### src/rtl/mem_access_sequencer.sv
// mem_access_sequencer: turns mm/wm strobes into a held req/ack memory transaction; ports: mm/wm/flush/addr/wdata from pipeline, mem_* to data memory, rdata/rvalid/stall/err back to pipeline
module mem_access_sequencer #(
  parameter int ADDR_W  = 16,
  parameter int DATA_W  = 32,
  parameter int TIMEOUT = 15
) (
  input  logic              clk,
  input  logic              rst,
  input  logic              mm,
  input  logic              wm,
  input  logic              flush,
  input  logic [ADDR_W-1:0] addr,
  input  logic [DATA_W-1:0] wdata,
  output logic              mem_req,
  output logic              mem_we,
  output logic [ADDR_W-1:0] mem_addr,
  output logic [DATA_W-1:0] mem_wdata,
  input  logic              mem_ack,
  input  logic [DATA_W-1:0] mem_rdata,
  output logic [DATA_W-1:0] rdata,
  output logic              rvalid,
  output logic              stall,
  output logic              err
);
  localparam int CW = $clog2(TIMEOUT + 1);
  typedef enum logic [1:0] {IDLE, ACCESS, DONE} state_t;
  state_t state, next;
  logic [CW-1:0] cnt;
  logic start, last;
  // cnt holds the number of ACCESS cycles already completed, so the TIMEOUT-th cycle sees TIMEOUT-1
  always_comb begin
    start = state == IDLE && (mm | wm) && !flush;
    last  = state == ACCESS && (mem_ack || cnt == CW'(TIMEOUT - 1));
    stall = start || state == ACCESS;
    next  = start ? ACCESS : last ? DONE : state == DONE ? IDLE : state;
  end
  always_ff @(posedge clk) begin
    if (rst) begin
      state     <= IDLE;
      cnt       <= '0;
      mem_req   <= 1'b0;
      mem_we    <= 1'b0;
      mem_addr  <= '0;
      mem_wdata <= '0;
      rdata     <= '0;
      rvalid    <= 1'b0;
      err       <= 1'b0;
    end else begin
      state   <= next;
      mem_req <= next == ACCESS;
      rvalid  <= last && !mem_we;
      if (start) begin
        mem_addr  <= addr;
        mem_wdata <= wdata;
        mem_we    <= wm;
        cnt       <= '0;
      end
      if (state == ACCESS) cnt <= cnt + 1'b1;
      if (last && !mem_we) rdata <= mem_ack ? mem_rdata : '0;
      if (last && !mem_ack) err <= 1'b1;
    end
  end
endmodule
### config.mk
export PLATFORM = sky130hd
export DESIGN_NAME = mem_access_sequencer
export DESIGN_NICKNAME = d
export VERILOG_FILES = /design/src/rtl/mem_access_sequencer.sv
export SDC_FILE = /design/constraint.sdc
export NUM_CORES = 1
export LEC_CHECK = 0
export CAP_MARGIN = 30
export CORE_UTILIZATION = 44
export DETAILED_ROUTE_END_ITERATION = 7
export DONT_BUFFER_PORTS = 1
export PLACE_DENSITY = 0.61
export SYNTH_ARGS = -nofsm -noshare
export SYNTH_HDL_FRONTEND = slang
export SYNTH_SLANG_ARGS = --single-unit
### constraint.sdc
create_clock -name clk -period 4.55 [get_ports clk]
set_input_delay 0.91 -clock clk [delete_from_list [all_inputs] [get_ports clk]]
set_output_delay 0.91 -clock clk [all_outputs]
set_load 0.05 [all_outputs]
==> results.yml, run 1 <==
clocking:
  clock_tree.htree_level_count: 3
  cts-buffers-inserted: 9
  cts.sinks: 90
  tritoncts_clock_tree: "yes"
  clkTransAtPathRegs_ps: 80
  clk_latency_ps: 350
  cts.hold.buffers_added: 0
  root_buffer: "sky130_fd_sc_hd__clkbuf_8"
  post_cts_buffers: 0
  cts-root-to-sink-buffers: 2
  post_cts_resize_count: 0
floorplan:
  num_rows: 33
  fp.dieH_microns: 94.6
  floorplan.die.width_microns: 94.6
  initial_core_util_pct: 45.7
  io_pins: 171
  core_region_area_sq_um: 8260
  die_area_sq_um: 8950
synth:
  synth_area_leader_cell: "sky130_fd_sc_hd__dfxtp_1"
  yosysUniqueCellTypes: 27
  yosysTopAreaCellShare_pct: 47.7
  synth_nets: 492
  ys_seq_elements: 90
  netlist_instances: 404
  synth_warnings: 0
  ys_seq_area_share_pct: 47.7
  synth.avg_cell_area_sq_um: 9.34
  synth.top_cells.by_area: "sky130_fd_sc_hd__dfxtp_1 48%, sky130_fd_sc_hd__nand2b_1 17%, sky130_fd_sc_hd__mux2i_1 13%, sky130_fd_sc_hd__a21oi_1 4.8%, sky130_fd_sc_hd__nand2_1 3.3%"
  syn_area_sq_um: 3770
grt:
  global_route.overflow_total: 0
  grt_start_max_net_pins: 143
  number_of_antenna_violations_at_the_first_check_in_global_routing: 0
  grt_pass1_vias: 2299
  gr-usage-all-layers_pct: 16.1
  grt_first_pass_wirelength_microns: 11200
critical_path:
  largest_stage_delay_worst_path_ps: 250
  start_kind: "input pin"
  regToRegEndpoint: "rdata[28]"
  rr_worst_depth: 3
  crit_family: "compound AO/OA/AOI/OAI gates"
  crit_slowest_cell: "sky130_fd_sc_hd__buf_4"
  r2r_slack_ps: 2540
  timing_worst_setup_path_type: "in2out"
  critical_path_peak_fanout: 5
  critical_path_arrival_ps: 1570
  crit_path_cell_trace: "o21bai_2, a21oi_1, buf_4"
  endpoint_kind: "output port"
  reg_to_reg_startpoint: "mem_we"
  worst-path-buf-inv: 1
  required_time_of_the_critical_path_ps: 3640
sta:
  max_slew_margin_pct: 33.7
  setup_repair_after_global_routing_missed_its_margin: "no"
  fmax_mhz: 404
  final-max-slew-violation-count: 0
  setup-tns-final_ps: 0
  worst_clock_skew_ps: 11.8
  period_minus_slack_ps: 2480
  timing_hold_violations_final: 0
  number_of_endpoints_failing_setup_at_the_final_stage: 0
  max_slew.worst_pin.slew_ps: 995
  layout_worst_path_cycle_share_pct: 54.5
finish:
  area_delta_synth_final_pct: 6.89
  post_route_cell_area_sq_um: 4040
  final_layout_size_suffix_gt1_share_pct: 5.64
  num_antenna_cells: 0
  finish.net_count: 474
placement:
  detailedPlacementHpwl_microns: 4810
  placed_cell_area_sq_um: 3810
  io_buffer_count: 0
  finalWeightedCongestion: 0.675
power:
  vdd_ir_drop_max_mv: 0.178
  power.total_w: 0.00174
  cellLeakagePower_nw: 1.40
  power_per_cell_area_nw_per_um2: 431
detailed_routing:
  drtIter0Drc: 136
  via_per_inst: 5.23
  num_vias: 2587
  final_antenna_net_count: 0
  route.final.wire_length_microns: 7540
  detail_route.wl_per_cell_microns: 15.2
  drc_errors: 0
  total_iterations_of_the_first_detailed_routing_run: 4
hold_path:
  timing.hold.worst_endpoint: "cnt[0]"
  worstHoldPathCells: 2
  hold_path.startpoint: "cnt[0]"
  hp-class: "reg2reg"
run:
  maxCapViolCount: 0
run_status:
  status: "finished clean"
state kept, by name (all words and copies together) (netlist names):
register,count
mem_req,1
mem_wdata,32
cnt,4
mem_addr,16
mem_we,1
state,2
rdata,32
rvalid,1
err,1
final cells by class:
cell class | instances | area (sq um)
Clock inverter | 4 | 75.1
Inverter | 5 | 18.8
Timing Repair Buffer | 3 | 55.1
Tap cell | 105 | 131
Fill cell | 793 | 4220
Multi-Input combinational cell | 277 | 1800
Sequential cell | 90 | 1800
Clock buffer | 11 | 151
cell families after synthesis:
logic type,share of synthesized area (%)
buf+inv,4.54
flops,47.7
compound gates,11.3
fa+ha+maj,0.663
mux,13.3
simple gates,22.5
cells in the mapped netlist:
cell,number
sky130_fd_sc_hd__nand3_1,5
sky130_fd_sc_hd__a31oi_4,1
sky130_fd_sc_hd__or3b_1,1
sky130_fd_sc_hd__o21bai_2,1
sky130_fd_sc_hd__o32ai_1,2
sky130_fd_sc_hd__nand2_1,33
sky130_fd_sc_hd__buf_4,4
sky130_fd_sc_hd__nor3_1,1
sky130_fd_sc_hd__o41ai_1,1
sky130_fd_sc_hd__or3_1,3
sky130_fd_sc_hd__buf_2,8
sky130_fd_sc_hd__nand2b_1,101
sky130_fd_sc_hd__o21ai_0,23
sky130_fd_sc_hd__o31a_1,1
sky130_fd_sc_hd__and4bb_2,1
sky130_fd_sc_hd__nor2_1,2
sky130_fd_sc_hd__dfxtp_1,90
sky130_fd_sc_hd__ha_1,2
sky130_fd_sc_hd__inv_1,5
sky130_fd_sc_hd__clkbuf_1,19
sky130_fd_sc_hd__a21oi_1,36
sky130_fd_sc_hd__mux2i_1,50
sky130_fd_sc_hd__a31oi_1,1
sky130_fd_sc_hd__buf_6,1
sky130_fd_sc_hd__nor3_4,1
sky130_fd_sc_hd__o31ai_1,1
sky130_fd_sc_hd__o21ai_1,10
worst max path at each step:
stage          start  slack (ps)  cells after the start            to
3_5_place_dp   flush        2070                      3         stall
5_1_grt        flush        2020                      3         stall
3_3_place_gp   flush        1930                      4  mem_wdata[3]
2_1_floorplan  flush        1600                      2         stall
4_1_cts        flush        2060                      3         stall
6_report       flush        2070                      3         stall
power by group:
part,leakage (nW),internal [W],switching [W],total [W]
logic,0.562,0.0000650,0.0000645,0.000130
clock network,0.108,0.000336,0.000273,0.000609
registers,0.734,0.000829,0.000171,0.00100
total,1.40,0.00123,0.000508,0.00174
per-stage QoR:
step	setup WS (ps)	std cells	util (%)	hold WS [ps]
6_report	2070	495	48.9	537
5_1_grt	2020	495	48.9	583
4_1_cts	2060	495	48.9	542
3_5_place_dp	2070	480	46.1	528
3_3_place_gp	1930	479	45.8	508
2_1_floorplan	1600	404	-	493
routing by layer:
metal	global-route usage (%)	vias to the layer above	wire length [microns]
li1	-	1302	-
met1	18.8	1170	3310
met2	25.9	107	3400
met3	7.33	8	746
met4	5.68	0	84
met5	0	-	0
tightest hold or removal path, stage by stage, from the launching register on:
cell and delay [ps]:
sky130_fd_sc_hd__dfxtp_1 340, sky130_fd_sc_hd__inv_1 80, sky130_fd_sc_hd__o31ai_1 70
layout by cell type (no fill, tap or decap), drive strengths merged, types with 3 or more instances in the layout:
master	count
nand3	5
nand2	33
nand2b	101
dfxtp	90
a21oi	36
buf	3
or3	3
inv	5
clkbuf	11
mux2i	50
o21ai	33
(Power assumes the default switching activity.)
==> run 2: changes to the inputs <==
Settings changed: PLACE_DENSITY 0.61 to 0.63.
Clock period 4.55 ns to 2.09 ns, I/O delays scaled along.
==> results.yml, run 2 (same netlist as run 1, synthesis figures left out) <==
run_status:
  status: "finished clean"
detailed_routing:
  final_antenna_net_count: 0
  detail_route.wl_per_cell_microns: 14.7
  drc_errors: 0
  total_iterations_of_the_first_detailed_routing_run: 4
  drtIter0Drc: 83
  num_vias: 2618
  via_per_inst: 5.25
  route.final.wire_length_microns: 7340
grt:
  routing_usage_on_met1_pct: 17.4
  gr-max-usage-layer: "met2"
  grt_start_max_net_pins: 143
  grt_pass1_vias: 2452
  global_route.overflow_total: 0
  met2_usage_pct: 25.4
  number_of_antenna_violations_at_the_first_check_in_global_routing: 0
  gr-usage-all-layers_pct: 15.5
  grt_first_pass_wirelength_microns: 11000
  met3_usage_pct: 6.92
power:
  vdd_ir_drop_max_mv: 0.420
  power.total_w: 0.00370
  power_per_cell_area_nw_per_um2: 919
  seq_power_share_pct: 58.7
  cellLeakagePower_nw: 1.41
  part_of_the_total_power_dissipated_in_the_clock_network_pct: 33.7
  p_comb_share_pct: 7.6
  p_switching_w: 0.00110
  power.switching_fraction_pct: 29.7
  intPower_w: 0.00260
sta:
  max_slew_margin_pct: 56.9
  fmax_mhz: 534
  timing_hold_violations_final: 0
  setup_repair_after_global_routing_missed_its_margin: "no"
  period_minus_slack_ps: 1870
  number_of_endpoints_failing_setup_at_the_final_stage: 0
  final-max-slew-violation-count: 0
  setup-tns-final_ps: 0
  layout_worst_path_cycle_share_pct: 89.7
  max_slew.worst_pin.slew_ps: 646
  worst_clock_skew_ps: 11.3
placement:
  io_buffer_count: 0
  placed_cells_incl_taps: 483
  detailedPlacementHpwl_microns: 4780
  finalWeightedCongestion: 0.712
  placed_cell_area_sq_um: 3810
floorplan:
  fp.dieH_microns: 94.6
  num_rows: 33
  core_region_area_sq_um: 8260
  floorplan.die.width_microns: 94.6
  initial_core_util_pct: 45.7
  die_area_sq_um: 8950
  io_pins: 171
clocking:
  post_cts_buffers: 0
  cts.hold.buffers_added: 0
  root_buffer: "sky130_fd_sc_hd__clkbuf_8"
  cts.sinks: 90
  post_cts_resize_count: 0
  cts-buffers-inserted: 9
  clkTransAtPathRegs_ps: 90
  cts-root-to-sink-buffers: 2
  clk_latency_ps: 350
  clock_tree.htree_level_count: 3
  tritoncts_clock_tree: "yes"
finish:
  layout.cells.most_common: "sky130_fd_sc_hd__nand2b_1"
  area_delta_synth_final_pct: 6.70
  finish.net_count: 477
  post_route_cell_area_sq_um: 4030
  final_layout_size_suffix_gt1_share_pct: 6.60
  num_antenna_cells: 0
  layout.cells.non_filler: 499
  finalCoreUtilization_pct: 48.8
  biggestRegsByFlops: "mem_wdata (32), rdata (32), mem_addr (16)"
  mostFrequentLayoutCells: "101 x sky130_fd_sc_hd__nand2b_1, 89 x sky130_fd_sc_hd__dfxtp_1, 50 x sky130_fd_sc_hd__mux2i_1"
critical_path:
  endpoint_kind: "output port"
  start_kind: "flop"
  critical_path_peak_fanout: 11
  timing_worst_setup_path_type: "reg2out"
  critical_path_arrival_ps: 1460
  required_time_of_the_critical_path_ps: 1670
hold_path:
  hp-class: "in2reg"
run:
  maxCapViolCount: 0
run 2: power groups by stage:
stage	Clock (W)	Sequential (W)	Combinational (W)
finish	0.00125	0.00217	0.000282
global route	0.00137	0.00218	0.000313
CTS	0.00130	0.00217	0.000288
detailed placement	0	0.00221	0.000288
global placement	0	0.00221	0.000276
floorplan	0	0.00219	0.000274
run 2: worst paths after layout:
path / start / end / slack (ps) / cells past startpoint
setup / recovery: state[0] / stall / 220 / 3
hold / removal: rst / state[0] / 190 / 1
setup reg to reg: cnt[0] / rdata[31] / 460 / 6
hold reg to reg: mem_we / mem_we / 510 / 2
run 2: per-layer routing:
layer	wire, microns	vias to the layer above	share of wire [%]
met1	3140	1178	43
met4	98	0	1.3
met3	810	9	11
met2	3290	121	45
met5	0	-	0
li1	-	1310	-
run 2: layout make-up:
| type | instances | area, sq um |
|---|---|---|
| fill | 786 | 4230 |
| clock inverter | 3 | 46.3 |
| inverter | 5 | 18.8 |
| clock buffer | 13 | 169 |
| sequential | 90 | 1800 |
| multi-input combinational | 277 | 1800 |
| tap | 105 | 131 |
| timing repair buffer | 6 | 57.6 |
run 2: per-stage QoR:
step           hold slack [ps]  worst slack [ps]
2_1_floorplan              493               123
3_3_place_gp               495               414
3_5_place_dp               501               426
4_1_cts                    117              61.3
5_1_grt                    101               115
6_report                   186               216
run 2: critical path, cell delays in order, from the launching register on:
cell                      delay, ps
sky130_fd_sc_hd__dfxtp_2        450
sky130_fd_sc_hd__inv_1           90
sky130_fd_sc_hd__a21oi_1        300
sky130_fd_sc_hd__buf_4          270
==> run 3: changes to the inputs <==
Settings changed: CORE_UTILIZATION 44 to 38, DONT_BUFFER_PORTS 1 to not set, PLACE_DENSITY 0.63 to 0.79.
==> results.yml, run 3 (same netlist as run 1, synthesis figures left out) <==
run_status:
  status: "finished clean"
power:
  power_per_cell_area_nw_per_um2: 707
  vdd_ir_drop_max_mv: 0.505
  part_of_the_total_power_dissipated_in_the_clock_network_pct: 31.1
  intPower_w: 0.00290
  seq_power_share_pct: 45.2
  p_comb_share_pct: 23.6
  cellLeakagePower_nw: 2.07
  p_switching_w: 0.00121
  power.switching_fraction_pct: 29.4
sta:
  layout_worst_path_cycle_share_pct: 95.1
  setup_repair_after_global_routing_missed_its_margin: "no"
  setup-tns-final_ps: 0
  setup_ws_ps: 102
  max_slew.worst_pin.slew_ps: 545
  max_slew_margin_pct: 63.5
  number_of_endpoints_failing_setup_at_the_final_stage: 0
  period_minus_slack_ps: 1990
  final-max-slew-violation-count: 0
  fmax_mhz: 503
  timing_hold_violations_final: 0
  worst_clock_skew_ps: 4.36
floorplan:
  num_rows: 36
  floorplan.die.width_microns: 102
  die_area_sq_um: 10300
  io_pins: 171
  core_region_area_sq_um: 9680
  fp.dieH_microns: 102
  initial_core_util_pct: 39.0
detailed_routing:
  drtIter0Drc: 76
  drc_errors: 0
  via_per_inst: 4.72
  num_vias: 3302
  total_iterations_of_the_first_detailed_routing_run: 4
  final_antenna_net_count: 0
  route.final.wire_length_microns: 9520
  detail_route.wl_per_cell_microns: 13.6
critical_path:
  crit_slowest_cell: "sky130_fd_sc_hd__clkdlybuf4s50_1"
  critical_path_peak_fanout: 4
  start_kind: "flop"
  crit_path_cell_trace: "clkdlybuf4s50_1"
  worst-path-buf-inv: 1
  timing_worst_setup_path_type: "reg2out"
  required_time_of_the_critical_path_ps: 1670
  reg_to_reg_startpoint: "cnt[0]"
  crit_family: "buffers and inverters"
  endpoint_kind: "output port"
  largest_stage_delay_worst_path_ps: 830
  timing.critical_path.from: "mem_we"
  critical_path_arrival_ps: 1570
finish:
  num_antenna_cells: 0
  post_route_cell_area_sq_um: 5820
  mostFrequentLayoutCells: "167 x sky130_fd_sc_hd__clkdlybuf4s50_1, 101 x sky130_fd_sc_hd__nand2b_1, 90 x sky130_fd_sc_hd__dfxtp_1"
  finalCoreUtilization_pct: 60.1
  layout.cells.most_common: "sky130_fd_sc_hd__clkdlybuf4s50_1"
  finish.net_count: 650
  final_layout_size_suffix_gt1_share_pct: 5.64
  biggestRegsByFlops: "mem_wdata (32), rdata (32), mem_addr (16)"
  area_delta_synth_final_pct: 54.1
placement:
  detailedPlacementHpwl_microns: 6710
  placed_cell_area_sq_um: 5600
  pre_cts_slack_ps: 111
  io_buffer_count: 170
  finalWeightedCongestion: 0.774
grt:
  grt_start_max_net_pins: 59
  grt_pass1_vias: 3104
  global_route.overflow_total: 0
  grt_first_pass_wirelength_microns: 14800
  number_of_antenna_violations_at_the_first_check_in_global_routing: 0
  gr-usage-all-layers_pct: 18.5
clocking:
  post_cts_resize_count: 0
  cts-root-to-sink-buffers: 2
  clk_latency_ps: 350
  clkTransAtPathRegs_ps: 80
  clock_tree.htree_level_count: 3
  tritoncts_clock_tree: "yes"
  cts-buffers-inserted: 9
  cts.hold.buffers_added: 0
  cts.sinks: 90
  root_buffer: "sky130_fd_sc_hd__clkbuf_8"
  post_cts_buffers: 0
run:
  maxCapViolCount: 0
hold_path:
  hold_path.startpoint: "err"
  hp-class: "reg2reg"
run 3: cell type report:
cell class	count	area (sq um)
sequential	90	1800
fill	844	3870
multi-input combinational	277	1800
tap	133	166
inverter	5	18.8
timing repair buffer	179	1810
clock buffer	9	124
clock inverter	7	93.8
run 3: worst paths after layout:
check                  end  slack (ps)  cells after the start
setup reg to reg  rdata[9]         450                      6
hold / removal         err         460                      2
hold reg to reg        err         460                      2
setup / recovery    mem_we         100                      1
run 3: stage by stage:
step,hold WS (ps),std cells,power [W]
2_1_floorplan,493,404,0.00247
3_3_place_gp,442,684,0.00286
3_5_place_dp,448,684,0.00288
4_1_cts,462,700,0.00417
5_1_grt,489,700,0.00429
6_report,463,700,0.00411
run 3: power by group through the flow:
stage | Clock [W] | Sequential [W] | Combinational (W)
after floorplan | 0 | 0.00219 | 0.000274
after global placement | 0 | 0.00190 | 0.000965
after detailed placement | 0 | 0.00190 | 0.000978
after CTS | 0.00133 | 0.00186 | 0.000982
after global routing | 0.00139 | 0.00187 | 0.00103
final | 0.00128 | 0.00186 | 0.000972
run 3: metal layers:
metal | wire length, microns | vias up | GRT usage [%]
li1 | - | 1654 | -
met1 | 4120 | 1491 | 21.4
met2 | 4090 | 144 | 29.4
met3 | 1170 | 13 | 8.21
met4 | 136 | 0 | 8.03
met5 | 0 | - | 0
